$ cat config.mk
export PLATFORM = sky130hd
export DESIGN_NAME = mc_control
export DESIGN_NICKNAME = d
export VERILOG_FILES = /design/src/rtl/mc_control.sv
export SDC_FILE = /design/constraint.sdc
export NUM_CORES = 1
export LEC_CHECK = 0
export ABC_CLOCK_PERIOD_IN_PS = 3300
export CORE_MARGIN = 2
export CORE_UTILIZATION = 55
export DETAILED_ROUTE_END_ITERATION = 8
export GPL_TIMING_DRIVEN = 0
export PLACE_DENSITY = 0.95
export SLEW_MARGIN = 15
export SYNTH_ARGS = -nofsm -noshare
export SYNTH_HDL_FRONTEND = slang
export SYNTH_SLANG_ARGS = --single-unit
$ cat constraint.sdc
create_clock -name clk -period 3.3 [get_ports clk]
set_clock_uncertainty 0.2 [all_clocks]
set_input_delay 0.33 -clock clk [delete_from_list [all_inputs] [get_ports clk]]
set_output_delay 0.33 -clock clk [all_outputs]
set_load 0.01 [all_outputs]
$ cat src/rtl/mc_control.sv
// Multicycle MIPS main control FSM with memory-ready handshake and access timeout.
// Optional BNE support is compiled in with `define MC_CONTROL_BNE_EN.
module mc_control #(
  parameter int unsigned MEM_TIMEOUT = 255
) (
  input  logic       clk,
  input  logic       rst,
  input  logic [5:0] opcode,
  input  logic       zero,
  input  logic       mem_ready,
  output logic       mem_req,
  output logic       MemWrite,
  output logic       IorD,
  output logic       IRWrite,
  output logic       RegDst,
  output logic       MemtoReg,
  output logic       RegWrite,
  output logic       ALUSrcA,
  output logic [1:0] ALUSrcB,
  output logic [1:0] ALUOp,
  output logic [1:0] PCSrc,
  output logic       PCEn,
  output logic       mem_err,
  output logic       illegal_op
);

  typedef enum logic [3:0] {
    FETCH  = 4'd0,  DECODE = 4'd1,  MEMADR = 4'd2,  MEMRD  = 4'd3,
    MEMWB  = 4'd4,  MEMWR  = 4'd5,  EXEC   = 4'd6,  ALUWB  = 4'd7,
    BRANCH = 4'd8,  ADDIEX = 4'd9,  ADDIWB = 4'd10, JUMP   = 4'd11
  } state_t;

  localparam logic [5:0]  OP_RTYPE = 6'b000000;
  localparam logic [5:0]  OP_LW    = 6'b100011;
  localparam logic [5:0]  OP_SW    = 6'b101011;
  localparam logic [5:0]  OP_BEQ   = 6'b000100;
  localparam logic [5:0]  OP_ADDI  = 6'b001000;
  localparam logic [5:0]  OP_J     = 6'b000010;
  localparam logic [5:0]  OP_BNE   = 6'b000101;
  localparam logic [15:0] TIMEOUT_CNT = 16'(MEM_TIMEOUT);

  state_t      state_r;
  state_t      state_next_s;
  logic [15:0] wait_cnt_r;
  logic        is_mem_s;
  logic        timeout_s;
  logic        branch_take_s;

  assign is_mem_s  = (state_r == FETCH) || (state_r == MEMRD) || (state_r == MEMWR);
  // A ready on the timeout cycle still completes the access normally.
  assign timeout_s = is_mem_s && !mem_ready && (wait_cnt_r == TIMEOUT_CNT);

`ifdef MC_CONTROL_BNE_EN
  logic is_bne_r;

  // Remember whether the branch being executed is BNE.
  always_ff @(posedge clk or posedge rst) begin
    if (rst) begin
      is_bne_r <= 1'b0;
    end else if (state_r == DECODE) begin
      is_bne_r <= (opcode == OP_BNE);
    end else begin
      is_bne_r <= is_bne_r;
    end
  end

  assign branch_take_s = is_bne_r ? ~zero : zero;
`else
  assign branch_take_s = zero;
`endif

  // State register.
  always_ff @(posedge clk or posedge rst) begin
    if (rst) begin
      state_r <= FETCH;
    end else begin
      state_r <= state_next_s;
    end
  end

  // Wait counter: counts stalled cycles in a memory state, zero everywhere else.
  always_ff @(posedge clk or posedge rst) begin
    if (rst) begin
      wait_cnt_r <= 16'd0;
    end else if (is_mem_s && !mem_ready && !timeout_s) begin
      wait_cnt_r <= wait_cnt_r + 16'd1;
    end else begin
      wait_cnt_r <= 16'd0;
    end
  end

  // Next-state logic.
  always_comb begin
    state_next_s = state_r;
    case (state_r)
      FETCH: begin
        if (mem_ready) state_next_s = DECODE;
        else           state_next_s = FETCH;
      end
      DECODE: begin
        case (opcode)
          OP_LW, OP_SW: state_next_s = MEMADR;
          OP_RTYPE:     state_next_s = EXEC;
          OP_BEQ:       state_next_s = BRANCH;
`ifdef MC_CONTROL_BNE_EN
          OP_BNE:       state_next_s = BRANCH;
`endif
          OP_ADDI:      state_next_s = ADDIEX;
          OP_J:         state_next_s = JUMP;
          default:      state_next_s = FETCH;
        endcase
      end
      MEMADR: begin
        if (opcode == OP_LW) state_next_s = MEMRD;
        else                 state_next_s = MEMWR;
      end
      MEMRD: begin
        if (mem_ready)      state_next_s = MEMWB;
        else if (timeout_s) state_next_s = FETCH;
        else                state_next_s = MEMRD;
      end
      MEMWR: begin
        if (mem_ready)      state_next_s = FETCH;
        else if (timeout_s) state_next_s = FETCH;
        else                state_next_s = MEMWR;
      end
      EXEC:    state_next_s = ALUWB;
      ADDIEX:  state_next_s = ADDIWB;
      default: state_next_s = FETCH;
    endcase
  end

  // Output decode from the state register, with reset and timeout suppression.
  always_comb begin
    mem_req    = 1'b0;
    MemWrite   = 1'b0;
    IorD       = 1'b0;
    IRWrite    = 1'b0;
    RegDst     = 1'b0;
    MemtoReg   = 1'b0;
    RegWrite   = 1'b0;
    ALUSrcA    = 1'b0;
    ALUSrcB    = 2'b00;
    ALUOp      = 2'b00;
    PCSrc      = 2'b00;
    PCEn       = 1'b0;
    mem_err    = 1'b0;
    illegal_op = 1'b0;
    case (state_r)
      FETCH: begin
        mem_req = 1'b1;
        ALUSrcB = 2'b01;
        IRWrite = mem_ready;
        PCEn    = mem_ready;
      end
      DECODE: begin
        ALUSrcB = 2'b11;
        case (opcode)
          OP_LW, OP_SW, OP_RTYPE, OP_BEQ, OP_ADDI, OP_J: illegal_op = 1'b0;
`ifdef MC_CONTROL_BNE_EN
          OP_BNE:  illegal_op = 1'b0;
`endif
          default: illegal_op = 1'b1;
        endcase
      end
      MEMADR, ADDIEX: begin
        ALUSrcA = 1'b1;
        ALUSrcB = 2'b10;
      end
      MEMRD: begin
        mem_req = 1'b1;
        IorD    = 1'b1;
      end
      MEMWB: begin
        RegWrite = 1'b1;
        MemtoReg = 1'b1;
      end
      MEMWR: begin
        mem_req  = 1'b1;
        IorD     = 1'b1;
        MemWrite = mem_ready;
      end
      EXEC: begin
        ALUSrcA = 1'b1;
        ALUOp   = 2'b10;
      end
      ALUWB: begin
        RegWrite = 1'b1;
        RegDst   = 1'b1;
      end
      BRANCH: begin
        ALUSrcA = 1'b1;
        ALUOp   = 2'b01;
        PCSrc   = 2'b01;
        PCEn    = branch_take_s;
      end
      ADDIWB: RegWrite = 1'b1;
      JUMP: begin
        PCSrc = 2'b10;
        PCEn  = 1'b1;
      end
      default: mem_req = 1'b0;
    endcase
    if (rst) begin
      mem_req    = 1'b0;
      MemWrite   = 1'b0;
      IorD       = 1'b0;
      IRWrite    = 1'b0;
      RegDst     = 1'b0;
      MemtoReg   = 1'b0;
      RegWrite   = 1'b0;
      ALUSrcA    = 1'b0;
      ALUSrcB    = 2'b00;
      ALUOp      = 2'b00;
      PCSrc      = 2'b00;
      PCEn       = 1'b0;
      illegal_op = 1'b0;
    end else if (timeout_s) begin
      mem_req  = 1'b0;
      MemWrite = 1'b0;
      IRWrite  = 1'b0;
      PCEn     = 1'b0;
      mem_err  = 1'b1;
    end else begin
      mem_err  = 1'b0;
    end
  end

endmodule

==> out/qor.yml <==
fp.dieW_um: 54.3
syn_area_sq_mm: 0.00139
synth_top_family_by_area: "simple AND/OR/NAND/NOR gates"
grt_pass1_wl_um: 5580
io_buffers: 25
die_h_um: 54.3
grt_pass1_vias: 1237
final_hold_viol_count: 0
drive_above_1_share: 0.0404
clock_sinks: 20
fin_crit_sh: 0.952
period_needed_ns: 3.14
setup_viol: 0
cts_tree: "done"
path_clk_slew_ns: 0.10
synthTopCellsByArea: "dfrtp_1 36%, nor2_1 7.6%, nor4_1 6.8%"
tightestPinTransition_ns: 0.719
clock_latency_ns: 0.29
fmax_ghz: 0.318
hold_class: "reg -> reg"
grt_max_degree: 21
place_congestion: 0.981
min_path_cells: 1
wl_um: 3340
cts.path.max_buffers: 2
synth.avg_cell_area_sq_um: 8.17
grt_usage: 0.260
area_growth_syn_to_layout_pct: 22.3
yosys_register_bits: 20
drt_iter0_drc: 25
cp_max_fo: 7
power.density_mw_per_mm2: 312
worstPathArrival_ns: 2.61
rsz0062_at_grt: "false"
synth_xor_xnor_area_share: 0.107
grt-ovfl-total: 0
h-tree-depth: 1
cp.required_ns: 2.77
synthArstFlopShare: 1.00
vias: 1408
drc: 0
cts-root-buf: "clkbuf_4"
maxSlewHeadroom: 0.520
synth.mux.area_fraction: 0.0225
synthDistinctLibCells: 37
drv_cap: 0
final_util: 0.699
cts_setup_buffers: 0
ys_seq_area_frac: 0.360
synth_common_cells: "28 x nor2_1, 20 x dfrtp_1, 15 x nor4_1"
finalNetCount: 211
p_total_mw: 0.531
ctsHoldBuffers: 0
crit_type: "in -> out"
hold_ws_ns: 0.314
nFillCells: 197
cts_buffers: 3
yosysTopAreaCell: "dfrtp_1"
syn-num-nets: 181
status: "completed"
leakagePower_nw: 0.631
irDropWorstVdd_mv: 0.285
rows: 18
setup_tns_ns: 0
antenna_found_initial: 0
post_drt_wl_per_cell_um: 14.7
core_area_sq_mm: 0.00243
yosys.area_share.simple: 0.369
cts-resized-gates: 0
start_util: 0.571
post-synth-top-count-cell: "nor2_1"
dp_hpwl_um: 2540
netlist_instances: 170
dieArea_sq_mm: 0.00294
io_pins: 27
synth_ff_type: "dfrtp_1"
ys_warn_count: 0
num_antenna_cells: 0
worst_setup_path_start_kind: "primary input"
synth_compound_area_frac: 0.0892
first_pass_iters: 4
synth-edff-count: 0
r2r.worst_path.cells: 6
synth_top_area_frac: 0.360
slew_violations: 0
endpoint_kind: "output pin"
synthAdderAreaFrac: 0.00901
drtAntennaViolNets: 0
drt-vias-per-instance: 6.18
-- cells in the final DEF (no fill, tap or decap), types with 2 or more instances in the layout --
cell	synthesis	final
buf_2	2	2
xnor2_1	9	9
a22oi_1	2	2
or4_1	5	5
clkbuf_1	5	5
mux2i_1	2	2
a211oi_1	3	3
a21oi_1	4	4
nor3_1	9	9
nand2b_1	6	6
nor4_1	15	15
xor2_1	8	8
or3_1	3	3
nand2_1	9	9
nor2_1	28	28
and2_1	3	3
dfrtp_1	20	20
o21bai_1	2	2
clkdlybuf4s50_1	0	25
nand3_1	9	9
nand4_1	5	5
clkbuf_4	0	3
inv_1	3	3
buf_1	3	3
-- cells by family after synthesis --
family          after synthesis
mux                           3
xor+xnor                     17
fa+ha+maj                     1
flops                        20
simple gates                 97
compound gates               18
buf+inv                      14
-- registers in the layout, indices dropped and copies added, names as in the netlist --
| signal | flops |
|---|---|
| state_r | 4 |
| wait_cnt_r | 16 |
-- cell type report --
type	count	area, sq um	share of cell area
plain buffers	11	47.5	0.0280
repair buffers	25	250	0.147
well taps	30	37.5	0.0221
flip-flops and latches	20	500	0.295
clock buffers	3	22.5	0.0133
inverters	3	11.3	0.00663
multi-input cells	136	830	0.488
-- per-stage QoR --
step | cells | instance area, sq um | worst slack (ns)
after floorplan | 170 | 1390 | 1.19
after detailed placement | 225 | 1680 | 0.162
after global placement | 225 | 1680 | 0.180
after CTS | 228 | 1700 | 0.156
after global routing | 228 | 1700 | 0.0515
final | 228 | 1700 | 0.157
-- worst max-delay path, stage by stage --
cell             delay [ns]
clkdlybuf4s50_1        0.53
or3_1                  0.39
a2bb2oi_1              0.17
or4_1                  0.55
nor2_1                 0.10
clkdlybuf4s50_1        0.54
-- final timing paths --
| check | from | to | slack, ns |
|---|---|---|---|
| max | mem_ready | mem_err | 0.16 |
| min | wait_cnt_r[0] | wait_cnt_r[0] | 0.31 |
| max reg2reg | wait_cnt_r[0] | wait_cnt_r[10] | 1.21 |
| min reg2reg | wait_cnt_r[0] | wait_cnt_r[0] | 0.31 |
| max in group asynchronous | rst | state_r[1] | 2.09 |
| min in group asynchronous | rst | state_r[0] | 0.36 |
-- layer usage --
layer | global-route usage | part of all wire | up-vias
li1 | - | - | 674
met1 | 0.353 | 0.44 | 675
met2 | 0.394 | 0.48 | 49
met3 | 0.0683 | 0.058 | 10
met4 | 0.108 | 0.016 | 0
met5 | 0 | 0 | -
-- power breakdown --
group          total, mW  switching (mW)  leakage (nW)  internal, mW
Sequential         0.261         0.00748         0.276         0.254
Clock              0.110          0.0678        0.0138        0.0425
Combinational      0.159          0.0916         0.341        0.0677
Total              0.531           0.167         0.631         0.364
Note: power is estimated with default switching activity, not from simulation.
